===== src/rtl/print_pkg.sv =====
// Shared definitions for the print job engine: grant codes, FSM states and
// the grant-to-one-hot mapping used for the ack/done pulses.
package print_pkg;

    localparam logic [1:0] GNT_NONE = 2'b00;
    localparam logic [1:0] GNT_BOSS = 2'b01;
    localparam logic [1:0] GNT_ENG  = 2'b10;
    localparam logic [1:0] GNT_BOY  = 2'b11;

    typedef enum logic [1:0] {
        IDLE  = 2'b00,
        PRINT = 2'b01,
        DONE  = 2'b10
    } state_t;

    // Boss sits on bit 2, eng on bit 1, boy on bit 0; no grant maps to zero.
    function automatic logic [2:0] gnt_onehot(input logic [1:0] g);
        logic [2:0] v;
        case (g)
            GNT_BOSS: v = 3'b100;
            GNT_ENG:  v = 3'b010;
            GNT_BOY:  v = 3'b001;
            default:  v = 3'b000;
        endcase
        return v;
    endfunction

endpackage


===== src/rtl/print_job_engine_page_timer.sv =====
// Page timer: counts cycles while run is high and flags the last cycle of
// every PAGE_CYCLES-long page so the engine can strobe on the next edge.
module page_timer #(
    parameter int PAGE_CYCLES = 4
) (
    input  logic clk,
    input  logic rst,
    input  logic run,
    output logic tick
);

    localparam int CW = (PAGE_CYCLES > 1) ? $clog2(PAGE_CYCLES) : 1;
    localparam logic [CW-1:0] LAST = CW'(PAGE_CYCLES - 1);

    logic [CW-1:0] cnt;

    // Modulo-PAGE_CYCLES counter, held at zero whenever the engine is not printing.
    always_ff @(posedge clk) begin
        if (rst || !run) begin
            cnt <= '0;
        end else if (cnt == LAST) begin
            cnt <= '0;
        end else begin
            cnt <= cnt + CW'(1);
        end
    end

    assign tick = run && (cnt == LAST);

endmodule


===== src/rtl/print_job_engine.sv =====
// Print job engine: accepts one arbiter grant at a time, prints the owner's
// page count at PAGE_CYCLES per page, and reports accept/done pulses plus a
// saturating count of completed jobs. All outputs are registered.
module print_job_engine
    import print_pkg::*;
#(
    parameter int PW          = 4,
    parameter int PAGE_CYCLES = 4,
    parameter int JCW         = 8
) (
    input  logic           clk,
    input  logic           rst,
    input  logic [1:0]     grant,
    input  logic [PW-1:0]  pages_boss,
    input  logic [PW-1:0]  pages_eng,
    input  logic [PW-1:0]  pages_boy,
    output logic [2:0]     ack,
    output logic [2:0]     done,
    output logic           busy,
    output logic [1:0]     owner,
    output logic           page_strobe,
    output logic [PW-1:0]  pages_left,
    output logic [JCW-1:0] job_count
);

    state_t         state, state_n;
    logic [2:0]     ack_n, done_n;
    logic           busy_n, strobe_n;
    logic [1:0]     owner_n;
    logic [PW-1:0]  left_n, sel_pages;
    logic [JCW-1:0] count_n;
    logic           tick;

    page_timer #(.PAGE_CYCLES(PAGE_CYCLES)) u_timer (
        .clk  (clk),
        .rst  (rst),
        .run  (state == PRINT),
        .tick (tick)
    );

    // Page count of whichever requester the arbiter is currently granting.
    always_comb begin
        sel_pages = '0;
        case (grant)
            GNT_BOSS: sel_pages = pages_boss;
            GNT_ENG:  sel_pages = pages_eng;
            GNT_BOY:  sel_pages = pages_boy;
            default:  sel_pages = '0;
        endcase
    end

    // Next-state and next-output logic; pulses default low, held values default to current.
    always_comb begin
        state_n  = state;
        ack_n    = 3'b000;
        done_n   = 3'b000;
        strobe_n = 1'b0;
        busy_n   = busy;
        owner_n  = owner;
        left_n   = pages_left;
        count_n  = job_count;
        case (state)
            IDLE: begin
                if (grant != GNT_NONE) begin
                    owner_n = grant;
                    left_n  = sel_pages;
                    busy_n  = 1'b1;
                    ack_n   = gnt_onehot(grant);
                    state_n = (sel_pages != '0) ? PRINT : DONE;
                end
            end
            PRINT: begin
                if (tick && (pages_left != '0)) begin
                    strobe_n = 1'b1;
                    left_n   = pages_left - PW'(1);
                    if (pages_left == PW'(1)) begin
                        state_n = DONE;
                    end
                end
            end
            DONE: begin
                done_n  = gnt_onehot(owner);
                busy_n  = 1'b0;
                owner_n = GNT_NONE;
                if (job_count != '1) begin
                    count_n = job_count + JCW'(1);
                end
                state_n = IDLE;
            end
            default: begin
                state_n = IDLE;
            end
        endcase
    end

    // State and output registers; reset drops any job in flight without a done pulse.
    always_ff @(posedge clk) begin
        if (rst) begin
            state       <= IDLE;
            ack         <= 3'b000;
            done        <= 3'b000;
            busy        <= 1'b0;
            owner       <= GNT_NONE;
            page_strobe <= 1'b0;
            pages_left  <= '0;
            job_count   <= '0;
        end else begin
            state       <= state_n;
            ack         <= ack_n;
            done        <= done_n;
            busy        <= busy_n;
            owner       <= owner_n;
            page_strobe <= strobe_n;
            pages_left  <= left_n;
            job_count   <= count_n;
        end
    end

endmodule

===== config.mk =====
export PLATFORM = sky130hd
export DESIGN_NAME = print_job_engine
export DESIGN_NICKNAME = d
export VERILOG_FILES = /design/src/rtl/print_pkg.sv /design/src/rtl/print_job_engine_page_timer.sv /design/src/rtl/print_job_engine.sv
export SDC_FILE = /design/constraint.sdc
export NUM_CORES = 1
export LEC_CHECK = 0
export CAP_MARGIN = 20
export CORE_ASPECT_RATIO = 0.6
export CORE_MARGIN = 5
export CORE_UTILIZATION = 50
export CTS_CLUSTER_SIZE = 16
export DETAILED_ROUTE_END_ITERATION = 10
export GPL_TIMING_DRIVEN = 0
export MAX_ROUTING_LAYER = met4
export PLACE_DENSITY = 0.91
export SLEW_MARGIN = 0
export SYNTH_ARGS = -nofsm -noshare
export SYNTH_HDL_FRONTEND = slang
export SYNTH_SLANG_ARGS = --single-unit
export TNS_END_PERCENT = 5

===== constraint.sdc =====
create_clock -name clk -period 5.5 [get_ports clk]
set_clock_uncertainty 0.15 [all_clocks]
set_input_delay 0.825 -clock clk [delete_from_list [all_inputs] [get_ports clk]]
set_output_delay 0.825 -clock clk [all_outputs]
set_load 0.05 [all_outputs]

# After elaboration in Yosys (flattened, before gate mapping)
# Cells that the tools add are included.
dict set report classes {
  add_sub_neg 3
  eq_ne 14
  n_mux 16
  n_bitwise 4
  n_reduce_logical 18
}
# op n
set op_table {}
lappend op_table {{$pmux 3 s3} 2}
lappend op_table {{$eq 2x2->1 const B} 6}
lappend op_table {{$pmux 4 s3} 1}
lappend op_table {{$mux 2} 5}
lappend op_table {{$add 8x1->8 const B} 1}
lappend op_table {{$mux 4} 2}
lappend op_table {{$ne 8x8->1 const B} 1}
lappend op_table {{$pmux 2 s2} 2}
lappend op_table {{$pmux 4 s2} 1}
lappend op_table {{$reduce_bool 4->1} 2}
lappend op_table {{$eq 2x1->1 const B} 3}
lappend op_table {{$ne 2x2->1 const B} 3}
lappend op_table {{$reduce_and 3->1} 2}
lappend op_table {{$reduce_bool 2->1} 3}
lappend op_table {{$reduce_or 2->1} 3}
lappend op_table {{$eq 4x1->1 const B} 1}
lappend op_table {{$not 1->1} 4}
lappend op_table {{$reduce_and 2->1} 2}
lappend op_table {{$sub 4x1->4 const B} 1}
lappend op_table {{$reduce_or 3->1} 1}
lappend op_table {{$add 2x1->2 const B} 1}
lappend op_table {{$logic_and 1x1->1} 2}
lappend op_table {{$logic_not 2->1} 1}
lappend op_table {{$mux 1} 2}
lappend op_table {{3 further kinds} 3}
dict set report word_totals {
  reg_bits 26
  in_bits 16
  output_inout_bits 22
  elab_cells 64
}

# Logic depth before layout (Yosys ltp)
dict set report depth {
  depth_word 6
  depth_mapped 6
  ltp_nobuf 6
}

# Modules after synthesis
# From an unflattened synthesis, not the netlist that was laid out.
dict set report hier_totals {
  hier_cells 142
  area_unflattened_um2 1270.0
}
# module n_inst cells_per_inst area_each_um2 seq_area_each_um2
set by_module_without_submodules {}
lappend by_module_without_submodules {print_job_engine 1 136 1183.6 480.5}
lappend by_module_without_submodules {page_timer 1 6 86.3 40.0}

# Least setup slack after synthesis
# OpenSTA, ideal clock, no wires.
dict set report synth_path {
  kind {input to register}
  start {input grant[1]}
  end {register state[0]}
  arrival_ps 1792
  required_ps 5218
  slack_ps 3426
  stages 5
  path_buffers 1
  cell_sequence {buf_6 -> mux2_4 -> a22o_1 -> nor4_2 -> o22ai_1}
}
dict set report synth_via {
  elab_chain_cells 6
  word_cells_on_any_way 11
  cone_classes {4 x eq/ne; 4 x mux; 3 x reduce/logical}
}
# item line_no
set synth_lines {}
lappend synth_lines {{from (decl)} print_job_engine.sv:13} ;# input logic [1:0] grant,
lappend synth_lines {{$eq 2x2->1 / $eq 2x1->1 (equally long branches)} print_job_engine.sv:44} ;# case (grant)
lappend synth_lines {{$pmux 4 s3} print_job_engine.sv:44}
lappend synth_lines {{$reduce_bool 4->1} print_job_engine.sv:69} ;# state_n = (sel_pages != '0) ? PRINT : DONE;
lappend synth_lines {{$mux 2} print_job_engine.sv:69}
lappend synth_lines {{$mux 2} print_job_engine.sv:64} ;# if (grant != GNT_NONE) begin
lappend synth_lines {{$pmux 2 s2} print_job_engine.sv:62} ;# case (state)
lappend synth_lines {{to (signal assigned)} print_job_engine.sv:108} ;# state <= state_n;
lappend synth_lines {{to (decl)} print_job_engine.sv:26} ;# state_t state, state_n;
# Parallel ways exist; a longest one is shown, timed or not. The select of a mux whose other input is x is not followed.
# A chain may end at the register's enable or synchronous reset.

# Worst setup path after layout
dict set report layout_path {
  start {register job_count[3]}
  end {output job_count[3]}
}
# item line_no
set layout_lines {}
lappend layout_lines {{from (decl)} print_job_engine.sv:23} ;# output logic [JCW-1:0] job_count
lappend layout_lines {{from (signal assigned)} print_job_engine.sv:115} ;# job_count <= count_n;
# No word-level cell between the ends.

==> reports/results.ini <==
[worst_setup_path]
crit_chain=clkdlybuf4s50_1
crit_start=job_count[3]$_SDFFE_PP0P_
critPathKind=reg -> out
path_max_fanout=6
r2r-start=job_count[0]$_SDFFE_PP0P_
critPathMaxStageDelay_ps=870
critPathTopFamily=buffers and inverters
arrival_ps=1620
worst_setup_path_end_kind=primary output
cp.required_ps=4530
worstPathBufferInverterCount=1
slowest_stage=clkdlybuf4s50_1
cp-start-kind=register

[sta]
hold_viol=0
whs_ps=285
min_period_over_period=0.471
tightest_slew_ps=653
finalSetupTns_ps=0
max_freq_mhz=386
drv_slew=0
rsz0062_at_grt=no
finalCriticalPeriod_ps=2590
slew_headroom=0.561
setup_viol=0

[power_and_ir_drop]
power.density_nw_per_um2=298
ir_drop_mv=0.263
total_power_uw=529
sw_frac_of_total=0.315
seqPwrFrac=0.406
clockPowerShare=0.300
p_int_uw=362
p_comb_frac=0.294
p_sw_uw=167
leakage_uw=0.000697

[yosys]
synth_seq_cells=26
synth.most_common_cell=dfxtp_1
synth_top_cell_area_share=0.402
async_flop_share=0
yosys-top-cells-area=dfxtp_1 (40%), nor2_1 (5.5%), ha_1 (3.9%)
syn_area_um2=1300
synthCells=142
synth_top_family_by_area=simple AND/OR/NAND/NOR gates
synth_compound_area_frac=0.172
avgSynthCellArea_um2=9.13
yosysUniqueCellTypes=51
yosysSeqAreaShare=0.402
synthAdderAreaFrac=0.0386
synth_edf_count=0
yosys.area.top_type=dfxtp_1
synth_xor_area_frac=0.0203
syn_nets=162
synthSimpleGateAreaFrac=0.259
synth_flop_cell=dfxtp_1
yosysWarnings=0
synth_common_cells=dfxtp_1 (26), nor2_1 (19), a21oi_1 (9), inv_1 (6), nand2b_1 (6)
synth.mux.area_fraction=0.0608

[finish]
fin_nets=204
layout-drive-gt1-share=0.0929
antennaDiodeCount=0
layout.cells.non_filler=215
final_core_util=0.715
n_fill_cell=181
syn_to_final_growth_pct=37.2

[clocking]
post-cts-setup-buffers=0
cts_tree=done
cts-buffers-inserted=3
clk_pin_slew_ps=90
cts_resized=0
clock_latency_ps=280
clockBufferDepth=2
clock_sink_count=26
cts_htree_levels=1
ctsHoldBuffers=0
root_buffer=clkbuf_8

[routing]
vias_per_cell=5.91
ant_nets=0
first_pass_iters=4
num_vias=1270
wirelength_um=3620
post-route-drc-count=0
wl_per_cell_um=16.8
drt-initial-drc-count=70

[min_path]
hp-start=u_timer.cnt[0]$_SDFF_PP0_
hp-class=reg -> reg

[outcome]
status=finished, final reports clean

[floorplan]
die_y_um=49.4
coreArea_um2=2490
rows=14
initial_utilization=0.521
ios=38
die_x_um=75.7
dieArea_um2=3740

[global_routing]
track_usage=0.211
antenna_found_initial=0
globalRouteOverflowTotal=0
grt_pass1_wl_um=5870
grt_pass1_vias=1227
grt_max_degree=16

[placed_design]
placed_cells=211
routabilityCongestion=0.768
place_hpwl_um=2640
io_buffers=37

[run]
drv_cap=0

-- per-layer routing --
layer,up-vias,part of all wire,GRT usage
met4,0,0.023,0.0698
li1,596,-,-
met2,61,0.48,0.335
met1,599,0.42,0.251
met3,14,0.068,0.0658
met5,-,0,-
-- per-stage QoR --
step                instance area, um^2  worst slack (ps)
global placement                   1710              2780
CTS                                1780              2930
global route                       1780              2870
detailed placement                 1710              2770
floorplan                          1300              3430
finish                             1780              2910
-- final timing paths --
| kind | end | slack, ps | cells past startpoint |
|---|---|---|---|
| setup / recovery | job_count[3] | 2910 | 1 |
| hold / removal | u_timer.cnt[0]$_SDFF_PP0_ | 280 | 1 |
| setup reg to reg | job_count[4]$_SDFFE_PP0P_ | 3430 | 5 |
| hold reg to reg | u_timer.cnt[0]$_SDFF_PP0_ | 280 | 1 |
-- cells in the final DEF (no fill, tap or decap), drive strengths merged, types with 2 or more instances in the layout --
cell type	n
a22o	5
nand3	2
buf	3
and3	4
ha	4
nand2	5
nor2b	2
a21oi	9
nor3	2
nor2	19
o22ai	2
mux2i	3
or4	2
dfxtp	26
a311oi	2
nand2b	7
inv	6
nor4	3
clkbuf	7
xnor2	3
mux2	4
clkdlybuf4s50	37
and2	3
o21ai	2
-- logic make-up (layout without fill, tap and decap cells) --
kind of cell    count (synthesis)  after routing
mux                             7              7
flops                          26             26
simple gates                   59             59
xor+xnor                        3              3
buf+inv                        13             54
fa+ha+maj                       4              4
compound gates                 30             30
-- sequential cells by signal (all words and copies together), names as in the netlist --
signal	count
ack	3
busy	1
done	3
job_count	8
owner	2
page_strobe	1
pages_left	4
state	2
u_timer.cnt	2
-- cell type report --
class | instances | area (um^2) | share of cell area
plain buffers | 7 | 40.0 | 0.0225
clock buffers | 3 | 41.3 | 0.0232
clock inverters | 1 | 30.0 | 0.0169
inverters | 6 | 22.5 | 0.0127
multi-input cells | 103 | 713 | 0.401
flip-flops and latches | 26 | 520 | 0.293
well taps | 32 | 40.0 | 0.0225
repair buffers | 37 | 370 | 0.208
-- power groups by stage --
stage	Clock, uW	Sequential (uW)	Combinational [uW]
4_1_cts	160	214	154
3_3_place_gp	0	217	146
3_5_place_dp	0	218	151
6_report	159	215	155
5_1_grt	169	217	165
2_1_floorplan	0	250	71.5
Power figures use the tool's default switching activity.
